[src/rtl/cmd_issue_stage_5b.sv]
// Command issue stage: captures a one-hot grant from the look-ahead priority encoder,
// presents the payload on a valid/ready bus, acks the source queue and enforces an idle gap.
module cmd_issue_stage_5b #(
  parameter int CMD_W   = 32,
  parameter int GAP_CYC = 2,
  parameter int CNT_W   = 16
) (
  input  logic               clk,
  input  logic               rst,
  input  logic [4:0]         grant_onehot,
  input  logic [5*CMD_W-1:0] cmd_in,
  output logic               look_ahead,
  output logic               cmd_valid,
  input  logic               cmd_ready,
  output logic [CMD_W-1:0]   cmd_data,
  output logic [2:0]         cmd_src,
  output logic [4:0]         ack_out,
  output logic [CNT_W-1:0]   issue_cnt,
  output logic               onehot_err
);

  typedef enum logic [1:0] {
    IDLE = 2'd0,
    HOLD = 2'd1,
    GAP  = 2'd2
  } state_t;

  // Reload value after a handshake; only used when GAP_CYC is nonzero.
  localparam logic [3:0] GAP_LOAD = (GAP_CYC == 0) ? 4'd0 : 4'(GAP_CYC - 1);

  state_t             state, state_nxt;
  logic [3:0]         gap_cnt;
  logic               grant_single;
  logic               grant_multi;
  logic [2:0]         sel_src;
  logic [CMD_W-1:0]   sel_data;
  logic               handshake;

  assign grant_single = (grant_onehot != 5'd0) &&
                        ((grant_onehot & (grant_onehot - 5'd1)) == 5'd0);
  assign grant_multi  = (grant_onehot != 5'd0) && !grant_single;
  assign handshake    = (state == HOLD) && cmd_ready;

  // NOTE: every signal written in always_comb gets a default first so no latch is inferred.
  always_comb begin
    sel_src  = 3'd0;
    sel_data = '0;
    for (int i = 0; i < 5; i++) begin
      if (grant_onehot[i]) begin
        sel_src  = 3'(i);
        sel_data = cmd_in[i*CMD_W +: CMD_W];
      end
    end
  end

  // NOTE: sequential state uses non-blocking assignments so all registers update together.
  always_ff @(posedge clk or posedge rst) begin
    if (rst) state <= IDLE;
    else     state <= state_nxt;
  end

  always_comb begin
    state_nxt = state;
    case (state)
      IDLE: if (grant_single) state_nxt = HOLD;
      HOLD: if (cmd_ready) state_nxt = (GAP_CYC == 0) ? IDLE : GAP;
      GAP:  if (gap_cnt == 4'd0) state_nxt = IDLE;
      default: state_nxt = IDLE;
    endcase
  end

  // look_ahead depends only on state, keeping the encoder path free of combinational loops.
  always_comb begin
    look_ahead = (state == IDLE);
    cmd_valid  = (state == HOLD);
  end

  always_ff @(posedge clk or posedge rst) begin
    if (rst) begin
      cmd_data   <= '0;
      cmd_src    <= 3'd0;
      ack_out    <= 5'd0;
      issue_cnt  <= '0;
      onehot_err <= 1'b0;
      gap_cnt    <= 4'd0;
    end else begin
      ack_out <= 5'd0;
      case (state)
        IDLE: begin
          if (grant_single) begin
            cmd_data <= sel_data;
            cmd_src  <= sel_src;
            ack_out  <= grant_onehot;
          end else if (grant_multi) begin
            onehot_err <= 1'b1;
          end
        end
        HOLD: begin
          if (handshake) begin
            issue_cnt <= issue_cnt + 1'b1;
            gap_cnt   <= GAP_LOAD;
          end
        end
        GAP: begin
          if (gap_cnt != 4'd0) gap_cnt <= gap_cnt - 4'd1;
        end
        default: ;
      endcase
    end
  end

endmodule

[config.mk]
export PLATFORM = sky130hd
export DESIGN_NAME = cmd_issue_stage_5b
export DESIGN_NICKNAME = d
export VERILOG_FILES = /design/src/rtl/cmd_issue_stage_5b.sv
export SDC_FILE = /design/constraint.sdc
export NUM_CORES = 1
export LEC_CHECK = 0
export BUFFER_PORTS_ARGS = -buffer_cell sky130_fd_sc_hd__buf_2
export CAP_MARGIN = 20
export CORE_MARGIN = 2
export CORE_UTILIZATION = 45
export DETAILED_ROUTE_END_ITERATION = 8
export PLACE_DENSITY = 0.77
export SYNTH_ARGS = -nofsm -noshare
export SYNTH_HDL_FRONTEND = slang
export SYNTH_SLANG_ARGS = --single-unit
[constraint.sdc]
create_clock -name clk -period 4.4 [get_ports clk]
set_clock_uncertainty 0.15 [all_clocks]
set_input_delay 0 -clock clk [delete_from_list [all_inputs] [get_ports clk]]
set_output_delay 0 -clock clk [all_outputs]
set_load 0.005 [all_outputs]
# Yosys cells after proc, flatten, opt, wreduce, memory -nomap -nowiden
# Index checks and enable logic that the tools add are counted.
# Widths: inputs -> output; s select.
op_classes:
  n_addsub: 3
  eq_ne: 7
  n_mux: 18
  bitwise_logic: 2
  reduce_logical: 15
ops:
  columns: ["operator", "count"]
  rows:
  - ["$mux 32", 5]
  - ["$add 16x1->16 const B", 1]
  - ["$mux 5", 2]
  - ["$mux 3", 3]
  - ["$reduce_and 3->1", 3]
  - ["$mux 4", 2]
  - ["$pmux 4 s2", 1]
  - ["$mux 2", 3]
  - ["$ne 2x1->1 const B", 3]
  - ["$pmux 2 s3", 1]
  - ["$and 5x5->5", 1]
  - ["$logic_not 5->1", 1]
  - ["$reduce_bool 5->1", 1]
  - ["$sub 5x1->5 const B", 1]
  - ["$logic_not 4->1", 1]
  - ["$ne 2x2->1 const B", 2]
  - ["$reduce_and 2->1", 2]
  - ["$reduce_bool 4->1", 1]
  - ["$sub 4x1->4 const B", 1]
  - ["$logic_and 1x1->1", 3]
  - ["$eq 2x1->1 const B", 1]
  - ["$eq 2x2->1 const B", 1]
  - ["$logic_not 2->1", 1]
  - ["$reduce_bool 2->1", 1]
  - ["3 further kinds", 3]
totals:
  register_bits: 63
  input_bits: 168
  output_inout_bits: 59

# Depth between registers and ports, before layout
# Gate-level depths: netlist (run 1).
logic_depth:
  word_depth: 7
  depth_mapped: 7

# Worst setup path before layout (run 1)
# Ideal clock, no wire load.
synth_timing:
  path_kind: "reg2reg"
  startpoint: "reg gap_cnt[0]"
  endpoint: "reg state[1]"
  setup_time_ps: 122
  t_arrival_ps: 1702
  setup_slack_ps: 2427
  stages_incl_launch_ff: 8
  n_path_buf: 1
  period_less_slack_ps: 1973
  path_cell_list: "dfrtp_1 > inv_1 > ha_1 > or3b_2 > clkbuf_1 > a21boi_0 > o211ai_1 > a32o_1"
synth_via:
  elab_chain_cells: 3
synth_lines:
  columns: ["element", "line", "source"]
  rows:
  - ["from (decl)", "32", "logic [3:0] gap_cnt;"]
  - ["from (signal assigned)", "105", "if (gap_cnt != 4'd0) gap_cnt <= gap_cnt - 4'd1;"]
  - ["$logic_not 4->1", "67", "GAP: if (gap_cnt == 4'd0) state_nxt = IDLE;"]
  - ["$ne 2x2->1 (no source line)", null, null]
  - ["$reduce_and 3->1 (no source line)", null, null]
  - ["to (signal assigned)", "59", "else state <= state_nxt;"]
  - ["to (decl)", "31", "state_t state, state_nxt;"]
# Every way passes these cells.
# A chain may end at the register's enable or synchronous reset.

# Final worst setup path (run 1)
layout_timing:
  startpoint: "in grant_onehot[3]"
  endpoint: "reg cmd_data[27]"
layout_via:
  elab_chain_cells: 5
  elab_cells_between_ends: 8
  classes_between: "add/sub: 1; mux: 2; bitwise: 1; reduce/logical: 4"
layout_lines:
  columns: ["element", "line", "source"]
  rows:
  - ["from (decl)", "10", "input logic [4:0] grant_onehot,"]
  - ["$sub 5x1->5", "40", "((grant_onehot & (grant_onehot - 5'd1)) == 5'd0);"]
  - ["$and 5x5->5", "40", null]
  - ["$logic_not 5->1", "40", null]
  - ["$logic_and 1x1->1", "39", "assign grant_single = (grant_onehot != 5'd0) &&"]
  - ["$reduce_and 2->1 (no source line)", null, null]
  - ["to (signal assigned)", "91", "cmd_data <= sel_data;"]
  - ["to (decl)", "15", "output logic [CMD_W-1:0] cmd_data,"]
# Several ways; a longest one is shown, not always the timed one.

==> impl_metrics.py, run 1 <==
metrics = {
    "power_and_ir_drop": {
        "power_mw": 2.35,
        "static-leakage-power_nw": 3.08,
        "ir_drop_mv": 0.237,
        "power-per-cell-area_nw_per_um2": 384,
    },
    "die": {
        "initial_core_util_pct": 46.5,
        "io_pins": 227,
        "fp.dieW_um": 99.1,
        "fp.coreArea_um2": 8760,
        "row_count": 34,
        "die_h_um": 99.1,
        "die-area_um2": 9830,
    },
    "layout": {
        "multiInputGateArea_um2": 2130,
        "seq_area_um2": 1580,
        "fin_cells": 796,
        "mostFrequentLayoutCells": "226 x buf_2, 72 x dlygate4sd3_1, 63 x dfrtp_1",
        "syn_to_final_growth_pct": 50.1,
        "n_fill_cell": 649,
        "final_common_cell": "buf_2",
        "drive_gt1_share_pct": 40.8,
        "final_nets": 855,
    },
    "synthesis": {
        "synth_top_area_share_pct": 38.7,
        "synth.top_cells.by_area": "dfrtp_1 39%, a221o_1 7.9%, mux2_4 7.4%",
        "synth_edf_count": 0,
        "yosysTopAreaCell": "dfrtp_1",
        "netlist_area_um2": 4070,
        "ys_seq_elements": 63,
        "ys.flop_type": "dfrtp_1",
        "ys_async_sr_fraction_pct": 100,
        "synth_warnings": 0,
        "syn_avg_cell_area_um2": 10.1,
        "yosysSeqAreaShare_pct": 38.7,
        "syn-num-nets": 578,
        "synthCells": 405,
        "ys_types": 42,
    },
    "clock_network": {
        "clk_pin_slew_worst_paths_ns": 0.07,
        "insertion_delay_ns": 0.32,
        "cts_buffer_depth": 2,
        "cts_buffers": 9,
        "clock_sinks": 63,
        "cts-resized-gates": 0,
        "cts-root-buf": "clkbuf_8",
        "cts_tree": "yes",
        "post_cts_buffers": 0,
        "htreeDepth": 3,
    },
    "worst_hold_path": {
        "hold_path.class": "primary input to register",
        "holdPathStages": 4,
        "min_from": "grant_onehot[2]",
        "worstHoldEndpoint": "cmd_src[2]$_DFFE_PP0P_",
    },
    "routing": {
        "vias_per_cell": 5.55,
        "num_vias": 4415,
        "drtIter0Drc": 246,
        "final_antenna_net_count": 0,
        "first_pass_iters": 5,
        "drc_errors": 0,
        "wire_per_inst_um": 16.7,
        "finalWirelength_um": 13300,
    },
    "setup_path": {
        "r2r_slack_ns": 1.86,
        "reg2reg_to": "cmd_data[4]$_DFFE_PP0P_",
        "path_max_fanout": 52,
        "critPathRequiredTime_ns": 4.46,
        "startpoint": "grant_onehot[3]",
        "endpoint_kind": "register",
        "slowest_delay_ns": 0.57,
        "worstPathArrival_ns": 3.44,
        "timing.rr.start": "state[0]$_DFFE_PP0P_",
        "crit_path_start_kind": "primary input",
        "path_cells": "dlygate4sd3_1 -> buf_2 -> buf_4 -> nor2_1 -> and3_1 -> buf_4 -> a221o_1 -> dlygate4sd3_1 -> mux2_4",
        "crit_type": "primary input to register",
        "cp_slowest_cell": "dlygate4sd3_1",
        "reg2regPathDepth": 5,
    },
    "sta": {
        "fin_crit_ns": 3.38,
        "relSlewSlack_pct": 41.3,
        "max_freq_ghz": 0.296,
        "worst_pin_slew_ns": 0.880,
        "setup_violations": 0,
        "finalCritPeriodShare_pct": 76.7,
        "hold_viol": 0,
        "setup_tns_ns": 0,
        "rsz0062_at_grt": "no",
        "final_max_slew_viol_count": 0,
    },
    "run": {
        "maxCapViolations": 0,
    },
    "grt": {
        "grt_max_degree": 70,
        "grt_first_pass_wirelength_um": 20000,
        "antenna_found_initial": 0,
        "grt.overflow.total": 0,
        "grt_util_all_layers_pct": 25.4,
        "grt_pass1_vias": 4161,
    },
    "place": {
        "gp_congestion": 0.912,
        "dp.cells": 707,
        "place_hpwl_um": 9080,
        "numPortBuffers": 226,
    },
    "status": {
        "status": "finished clean",
    },
}
## worst max-delay path by stage
stage | end | slack, ns | cells after the start
2_1_floorplan | state[1]$_DFFE_PP0P_ | 2.43 | 7
3_3_place_gp | cmd_data[4]$_DFFE_PP0P_ | 1.77 | 6
3_5_place_dp | cmd_data[2]$_DFFE_PP0P_ | 1.64 | 7
4_1_cts | cmd_data[14]$_DFFE_PP0P_ | 1.10 | 9
5_1_grt | cmd_data[14]$_DFFE_PP0P_ | 0.87 | 9
6_report | cmd_data[27]$_DFFE_PP0P_ | 1.02 | 9
## sequential cells by signal, summed over array words and instances (netlist names)
register	flops
gap_cnt	4
cmd_src	3
cmd_data	32
state	2
ack_out	5
issue_cnt	16
onehot_err	1
## routing by layer
| layer | share of wire, % | up-vias | routed length, um | track usage [%] |
|---|---|---|---|---|
| li1 | - | 2062 | - | - |
| met1 | 38 | 2110 | 5100 | 30.8 |
| met2 | 52 | 216 | 6870 | 44.2 |
| met3 | 7.5 | 27 | 1000 | 4.50 |
| met4 | 2.6 | 0 | 346 | 11.5 |
| met5 | 0 | - | 0 | 0 |
## per-stage QoR
stage	hold WS [ns]	setup slack (ns)	area (um2)	util (%)
after detailed placement	0.0798	1.64	5180	59.1
final	0.0543	1.02	6110	69.8
after global placement	0.0789	1.77	5180	59.1
after CTS	0.0303	1.10	6110	69.7
after floorplan	0.0365	2.43	4070	-
after global routing	0.108	0.866	6110	69.7
## where the power goes
group | internal (mW) | total (mW) | switching (mW)
Combinational | 0.532 | 0.921 | 0.389
Clock | 0.309 | 0.514 | 0.205
Sequential | 0.775 | 0.911 | 0.137
## cell families after synthesis
logic type / count (synthesis) / share of synthesized area, %
compound gates: 118 / 22.6
simple gates: 86 / 12.9
buf+inv: 81 / 9.15
flops: 63 / 38.7
mux: 34 / 11.2
xor+xnor: 17 / 3.65
fa+ha+maj: 6 / 1.78
## timing repair
| item | in CTS | in global routing |
|---|---|---|
| setup endpoints to repair | 0 | 0 |
| endpoints found under the hold margin | 106 | 0 |
| hold buffers | 72 | 0 |
## layout make-up
cell class	instances	area share, %
timing repair buffer	304	31.0
tap	108	2.21
inverter	43	2.64
clock buffer	14	2.82
antenna	1	0.0409
clock inverter	2	0.614
sequential	63	25.8
multi-input combinational	261	34.9
## synthesized netlist by cell type (all sizes together), types with 2 or more instances
library cell and n:
nand2b 4, clkbuf 22, dfrtp 63, o21ai 5, xor2 6, inv 43
a221oi 32, a21boi 2, nand2 9, nor3 4, nand3 8, o22ai 2
nand3b 34, buf 16, a21oi 35, and2 2, a221o 32, xnor2 11
nand4 6, and3 2, o211ai 3, mux2 34, ha 5, nor2 13
a2111o 2
## critical path: cells and delay by family
family / cells / cell delay, ns
buf+inv: 5 / 2.32
simple gates: 2 / 0.54
compound gates: 1 / 0.30
mux: 1 / 0.26
Note: power is estimated with default switching activity, not from simulation.
==> run 2, diff against run 1 <==
--- a/config.mk
+++ b/config.mk
@@ -5,12 +5,13 @@
 export SDC_FILE = /design/constraint.sdc
 export NUM_CORES = 1
 export LEC_CHECK = 0
+export ABC_AREA = 1
 export BUFFER_PORTS_ARGS = -buffer_cell sky130_fd_sc_hd__buf_2
 export CAP_MARGIN = 20
 export CORE_MARGIN = 2
 export CORE_UTILIZATION = 45
 export DETAILED_ROUTE_END_ITERATION = 8
-export PLACE_DENSITY = 0.77
+export PLACE_DENSITY = 0.76
 export SYNTH_ARGS = -nofsm -noshare
 export SYNTH_HDL_FRONTEND = slang
 export SYNTH_SLANG_ARGS = --single-unit
==> constraint.sdc (replaced) <==
create_clock -name clk -period 3.24 [get_ports clk]
set_clock_uncertainty 0.15 [all_clocks]
set_input_delay 0 -clock clk [delete_from_list [all_inputs] [get_ports clk]]
set_output_delay 0 -clock clk [all_outputs]
set_load 0.005 [all_outputs]
==> run 2 against run 1 <==
Net effect: cell count up 27%; flip-flop and latch count unchanged; largest power group is now sequential cells; non-clock buffer count down 2.
==> impl_metrics.py, run 2 <==
metrics = {
    "layout": {
        "top_register": "cmd_data",
        "syn_to_final_growth_pct": 48.4,
        "fin_cells": 1009,
        "top_regs": "cmd_data x32, issue_cnt x16, ack_out x5",
        "drive_gt1_share_pct": 32.6,
        "largest_reg_flops": 32,
        "diodes": 0,
        "finish.instance_area_um2": 6240,
        "n_fill_cell": 798,
        "final_nets": 1066,
        "mostFrequentLayoutCells": "226 x buf_2, 214 x nand2_1, 141 x nand3_1",
        "final_common_cell": "buf_2",
    },
    "routing": {
        "vias_per_cell": 5.36,
        "finalWirelength_um": 15900,
        "drtIter0Drc": 272,
        "num_vias": 5408,
        "first_pass_iters": 5,
        "drc_errors": 0,
        "wire_per_inst_um": 15.7,
        "final_antenna_net_count": 0,
    },
    "synthesis": {
        "synth.top_cells.by_area": "dfrtp_1 38%, nand2_1 19%, nand3_1 17%",
        "syn_avg_cell_area_um2": 6.80,
        "ys.flop_type": "dfrtp_1",
        "syn-num-nets": 791,
        "synth_top_area_share_pct": 37.5,
        "ys_types": 28,
        "synthTopCellsByCount": "214 x nand2_1, 141 x nand3_1, 63 x dfrtp_1",
        "ys_async_sr_fraction_pct": 100,
        "synth_warnings": 0,
        "synth.most_common_cell": "nand2_1",
        "synth_edf_count": 0,
        "ys_seq_elements": 63,
        "synthCells": 618,
        "yosysTopAreaCell": "dfrtp_1",
        "netlist_area_um2": 4200,
        "yosysSeqAreaShare_pct": 37.5,
    },
    "sta": {
        "hold_slack_ns": 0.0678,
        "setup_slack_ns": 0.832,
        "finalCritPeriodShare_pct": 74.3,
        "fin_crit_ns": 2.41,
        "worst_pin_slew_ns": 1.10,
        "final_max_slew_viol_count": 0,
        "relSlewSlack_pct": 26.1,
        "rsz0062_at_grt": "no",
        "setup_tns_ns": 0,
        "setup_violations": 0,
        "max_freq_ghz": 0.415,
        "hold_viol": 0,
    },
    "status": {
        "status": "finished clean",
    },
    "setup_path": {
        "timing.rr.start": "state[0]$_DFFE_PP0P_",
        "cp_slowest_cell": "dlygate4sd3_1",
        "cp_common_cell": "nand2_1",
        "crit_path_start_kind": "register",
        "path_max_fanout": 33,
        "critPathRequiredTime_ns": 3.37,
        "startpoint": "state[0]$_DFFE_PP0P_",
        "reg2regPathDepth": 8,
        "crit_type": "register to register",
        "slowest_delay_ns": 0.60,
        "worstPathArrival_ns": 2.53,
        "endpoint_kind": "register",
        "path_cells": "inv_1 -> ha_1 -> nand2_1 -> nor2_4 -> buf_4 -> nand3_1 -> dlygate4sd3_1 -> nand2_1",
    },
    "place": {
        "numPortBuffers": 226,
        "dp.cells": 926,
        "placed_area_um2": 5340,
        "gp_congestion": 0.927,
        "dp_slack_ns": 1.17,
        "place_hpwl_um": 10700,
    },
    "clock_network": {
        "clock_sinks": 63,
        "cts_buffers": 9,
        "cts-root-buf": "clkbuf_8",
        "cts-resized-gates": 0,
        "ctsHoldBuffers": 67,
        "htreeDepth": 3,
        "cts_tree": "yes",
        "post_cts_buffers": 0,
        "insertion_delay_ns": 0.33,
        "clk_pin_slew_worst_paths_ns": 0.07,
        "cts_buffer_depth": 2,
    },
    "die": {
        "die-area_um2": 10100,
        "row_count": 35,
        "io_pins": 227,
        "die_h_um": 101,
        "initial_core_util_pct": 45.9,
        "fp.dieW_um": 101,
        "fp.coreArea_um2": 9150,
    },
    "grt": {
        "grt_max_degree": 43,
        "antenna_found_initial": 0,
        "grt.overflow.total": 0,
        "grt_first_pass_wirelength_um": 24900,
        "grt_pass1_vias": 5218,
        "grt_util_all_layers_pct": 31.5,
    },
    "worst_hold_path": {
        "hold_path.class": "primary input to register",
        "min_from": "grant_onehot[4]",
        "holdPathStages": 3,
    },
    "power_and_ir_drop": {
        "ir_drop_mv": 0.281,
        "power-per-cell-area_nw_per_um2": 523,
        "static-leakage-power_nw": 3.37,
    },
    "run": {
        "maxCapViolations": 0,
    },
}
## run 2: cell types whose count changed after synthesis, moves of 8 or more
| cell | previous run | this run |
|---|---|---|
| nand3_1 | 8 | 141 |
| mux2_4 | 20 | 0 |
| nand3b_1 | 34 | 0 |
| a221oi_1 | 32 | 0 |
| inv_1 | 43 | 32 |
| a221o_1 | 32 | 0 |
| mux2_2 | 8 | 0 |
| nor2_1 | 13 | 25 |
| or2_2 | 1 | 32 |
| nand2_1 | 9 | 214 |
## run 2: area by class of cell
| type | count | area, um2 | share of cell area (%) |
|---|---|---|---|
| Multi-Input combinational cell | 481 | 2280 | 36.6 |
| Timing Repair Buffer | 302 | 1870 | 30.0 |
| Sequential cell | 63 | 1580 | 25.3 |
| Tap cell | 111 | 139 | 2.23 |
| Clock buffer | 10 | 138 | 2.21 |
| Inverter | 36 | 138 | 2.21 |
| Clock inverter | 6 | 93.8 | 1.50 |
## run 2: critical path, delay by kind of cell (launching register included)
kind	cells	cell delay (ns)
buffers and inverters	3	1.07
AND/OR/NAND/NOR	4	0.49
flip-flops	1	0.39
adder cells (fa/ha/maj)	1	0.24
## run 2: cell families (layout without fill, tap and decap cells)
logic type,count (synthesis),count (layout),share of synthesized area (%)
AND/OR/NAND/NOR,420,420,44.5
buffers and inverters,74,354,8.22
flip-flops,63,63,37.5
AO/OA/AOI/OAI,42,42,5.33
XOR/XNOR,14,14,2.92
adder cells (fa/ha/maj),5,5,1.49
## run 2: power by group
group	leakage (nW)	switching, mW	internal (mW)
sequential	0.801	0.185	1.06
clock	0.113	0.328	0.458
combinational	2.46	0.667	0.566
## run 2: stage by stage
stage          util (%)  power, mW
2_1_floorplan         -       1.86
3_3_place_gp       58.3       2.36
3_5_place_dp       58.3       2.39
4_1_cts            68.1       3.26
5_1_grt            68.1       3.49
6_report           68.1       3.26
## run 2: routing by layer
layer | track usage, % | share of wire [%]
met5 | 0 | 0
met4 | 16.0 | 4.3
met3 | 6.10 | 9.1
met2 | 56.8 | 49
met1 | 35.0 | 37
## run 2: worst paths after layout
check	end	slack, ns
setup reg to reg	cmd_data[7]$_DFFE_PP0P_	0.83
max in group asynchronous	cmd_data[26]$_DFFE_PP0P_	1.85
hold / removal	ack_out[4]$_DFF_PP0_	0.07
setup / recovery	cmd_data[7]$_DFFE_PP0P_	0.83
min in group asynchronous	issue_cnt[2]$_DFFE_PP0P_	0.25
hold reg to reg	cmd_src[0]$_DFFE_PP0P_	0.33
==> run 3, diff against run 2 <==
--- a/config.mk
+++ b/config.mk
@@ -5,13 +5,13 @@
 export SDC_FILE = /design/constraint.sdc
 export NUM_CORES = 1
 export LEC_CHECK = 0
-export ABC_AREA = 1
+export ABC_AREA = 0
 export BUFFER_PORTS_ARGS = -buffer_cell sky130_fd_sc_hd__buf_2
 export CAP_MARGIN = 20
 export CORE_MARGIN = 2
 export CORE_UTILIZATION = 45
 export DETAILED_ROUTE_END_ITERATION = 8
-export PLACE_DENSITY = 0.76
+export PLACE_DENSITY = 0.77
 export SYNTH_ARGS = -nofsm -noshare
 export SYNTH_HDL_FRONTEND = slang
 export SYNTH_SLANG_ARGS = --single-unit
==> constraint.sdc (replaced) <==
create_clock -name clk -period 2.3 [get_ports clk]
set_clock_uncertainty 0.15 [all_clocks]
set_input_delay 0 -clock clk [delete_from_list [all_inputs] [get_ports clk]]
set_output_delay 0 -clock clk [all_outputs]
set_load 0.005 [all_outputs]
==> run 3 against run 2 <==
Net effect: setup slack got worse by 0.74 ns; critical endpoint is now cmd_data[8]$_DFFE_PP0P_; combinational power grew 45%; sequential share of layout area is 0.18 points higher; design area shrank 0.72%; non-clock buffer count rose by 8; cell count shrank 21%; utilization grew 2.5 points; hold slack gained 0.11 ns; largest cell class unchanged.
==> impl_metrics.py, run 3 (synthesis gave the netlist of run 1 again) <==
metrics = {
    "routing": {
        "final_antenna_net_count": 0,
        "drtIter0Drc": 235,
        "drc_errors": 0,
        "vias_per_cell": 5.57,
        "finalWirelength_um": 14100,
        "first_pass_iters": 5,
        "num_vias": 4462,
        "wire_per_inst_um": 17.6,
    },
    "grt": {
        "grt_pass1_vias": 4365,
        "grt_max_degree": 50,
        "grt.overflow.total": 0,
        "antenna_found_initial": 0,
        "grt_util_all_layers_pct": 27.5,
        "grt_first_pass_wirelength_um": 21400,
    },
    "sta": {
        "setup_tns_ns": 0,
        "relSlewSlack_pct": 54.3,
        "final_max_slew_viol_count": 0,
        "worst_pin_slew_ns": 0.686,
        "fin_crit_ns": 2.21,
        "setup_violations": 0,
        "max_freq_ghz": 0.453,
        "rsz0062_at_grt": "no",
        "finalCritPeriodShare_pct": 95.9,
        "hold_viol": 0,
    },
    "clock_network": {
        "cts_buffers": 9,
        "cts_buffer_depth": 2,
        "cts-root-buf": "clkbuf_8",
        "clk_pin_slew_worst_paths_ns": 0.07,
        "cts_tree": "yes",
        "insertion_delay_ns": 0.33,
        "htreeDepth": 3,
        "clock_sinks": 63,
    },
    "setup_path": {
        "slowest_delay_ns": 0.53,
        "worstPathArrival_ns": 2.27,
        "crit_type": "primary input to register",
        "crit_path_start_kind": "primary input",
        "path_max_fanout": 19,
        "path_cells": "dlygate4sd3_1 -> buf_2 -> nor2_1 -> and3_1 -> buf_12 -> a221o_1 -> mux2_1",
        "path_delay_family": "buffers and inverters",
        "cp_slowest_cell": "dlygate4sd3_1",
        "endpoint_kind": "register",
        "path_buf_inv": 3,
        "critPathRequiredTime_ns": 2.36,
    },
    "power_and_ir_drop": {
        "static-leakage-power_nw": 3.11,
        "ir_drop_mv": 0.425,
        "power-per-cell-area_nw_per_um2": 731,
        "power_mw": 4.53,
    },
    "layout": {
        "final_common_cell": "buf_2",
        "top_register": "cmd_data",
        "final_nets": 861,
        "syn_to_final_growth_pct": 52.0,
        "mostFrequentLayoutCells": "226 x buf_2, 73 x dlygate4sd3_1, 63 x dfrtp_1",
        "drive_gt1_share_pct": 41.0,
        "top_regs": "cmd_data x32, issue_cnt x16, ack_out x5",
        "largest_reg_flops": 32,
        "diodes": 0,
    },
    "die": {
        "initial_core_util_pct": 46.5,
        "die_h_um": 99.1,
        "io_pins": 227,
        "fp.coreArea_um2": 8760,
        "fp.dieW_um": 99.1,
        "die-area_um2": 9830,
        "row_count": 34,
    },
    "place": {
        "numPortBuffers": 226,
        "place_hpwl_um": 9400,
        "gp_congestion": 0.876,
    },
    "worst_hold_path": {
        "hold_path.class": "primary input to async pin",
    },
    "run": {
        "maxCapViolations": 0,
    },
    "status": {
        "status": "finished clean",
    },
}
-- run 3: final timing paths --
path / slack [ns] / start / depth (start not counted) / end
setup / recovery: 0.09 / grant_onehot[1] / 7 / cmd_data[8]$_DFFE_PP0P_
hold / removal: 0.17 / rst / 3 / cmd_data[18]$_DFFE_PP0P_
setup reg to reg: 0.15 / gap_cnt[0]$_DFFE_PP0P_ / 6 / state[1]$_DFFE_PP0P_
hold reg to reg: 0.32 / onehot_err$_DFFE_PP0P_ / 1 / onehot_err$_DFFE_PP0P_
max in group asynchronous: 1.23 / rst / 4 / cmd_data[31]$_DFFE_PP0P_
min in group clk: 0.20 / cmd_in[105] / 5 / cmd_data[9]$_DFFE_PP0P_
-- run 3: area by class of cell --
cell class                      count  area (um2)
Clock inverter                      4        70.1
Inverter                           43         161
Fill cell                         625        2570
Timing Repair Buffer              310        1980
Sequential cell                    63        1580
Clock buffer                       12         135
Tap cell                          108         135
Multi-Input combinational cell    261        2130
-- run 3: tightest hold or removal path, delay by kind of cell --
kind / cells / cell delay [ns]
buf+inv: 3 / 1.14
-- run 3: power breakdown --
group	switching [mW]	internal (mW)	total [mW]	leakage, nW
clock network	0.409	0.608	1.02	0.104
logic	0.782	0.996	1.78	2.21
registers	0.252	1.48	1.73	0.794
-- run 3: metal layers --
layer	GRT usage, %	up-vias	part of all wire (%)
li1	-	2077	-
met1	32.0	2121	37
met2	49.8	228	53
met3	5.13	36	7.2
met4	10.7	0	3.0
met5	0	-	0
-- run 3: per-stage QoR --
stage               util (%)  hold WS (ns)  cells  setup WS, ns  cell area, um2
floorplan                  -        0.0365    405         0.327            4070
global placement        60.0       -0.0512    712         0.334            5260
detailed placement      60.0       -0.0325    712         0.178            5260
CTS                     70.7         0.169    801         0.120            6190
global route            70.7         0.210    801       0.00399            6190
finish                  70.7         0.173    801        0.0938            6190
-- run 3: repair_timing --
action	in CTS	in global routing
hold buffers	73	0
resized for setup	0	0
endpoints found under the setup margin	0	0
buffers inserted	0	0
hold endpoints to repair	69	0
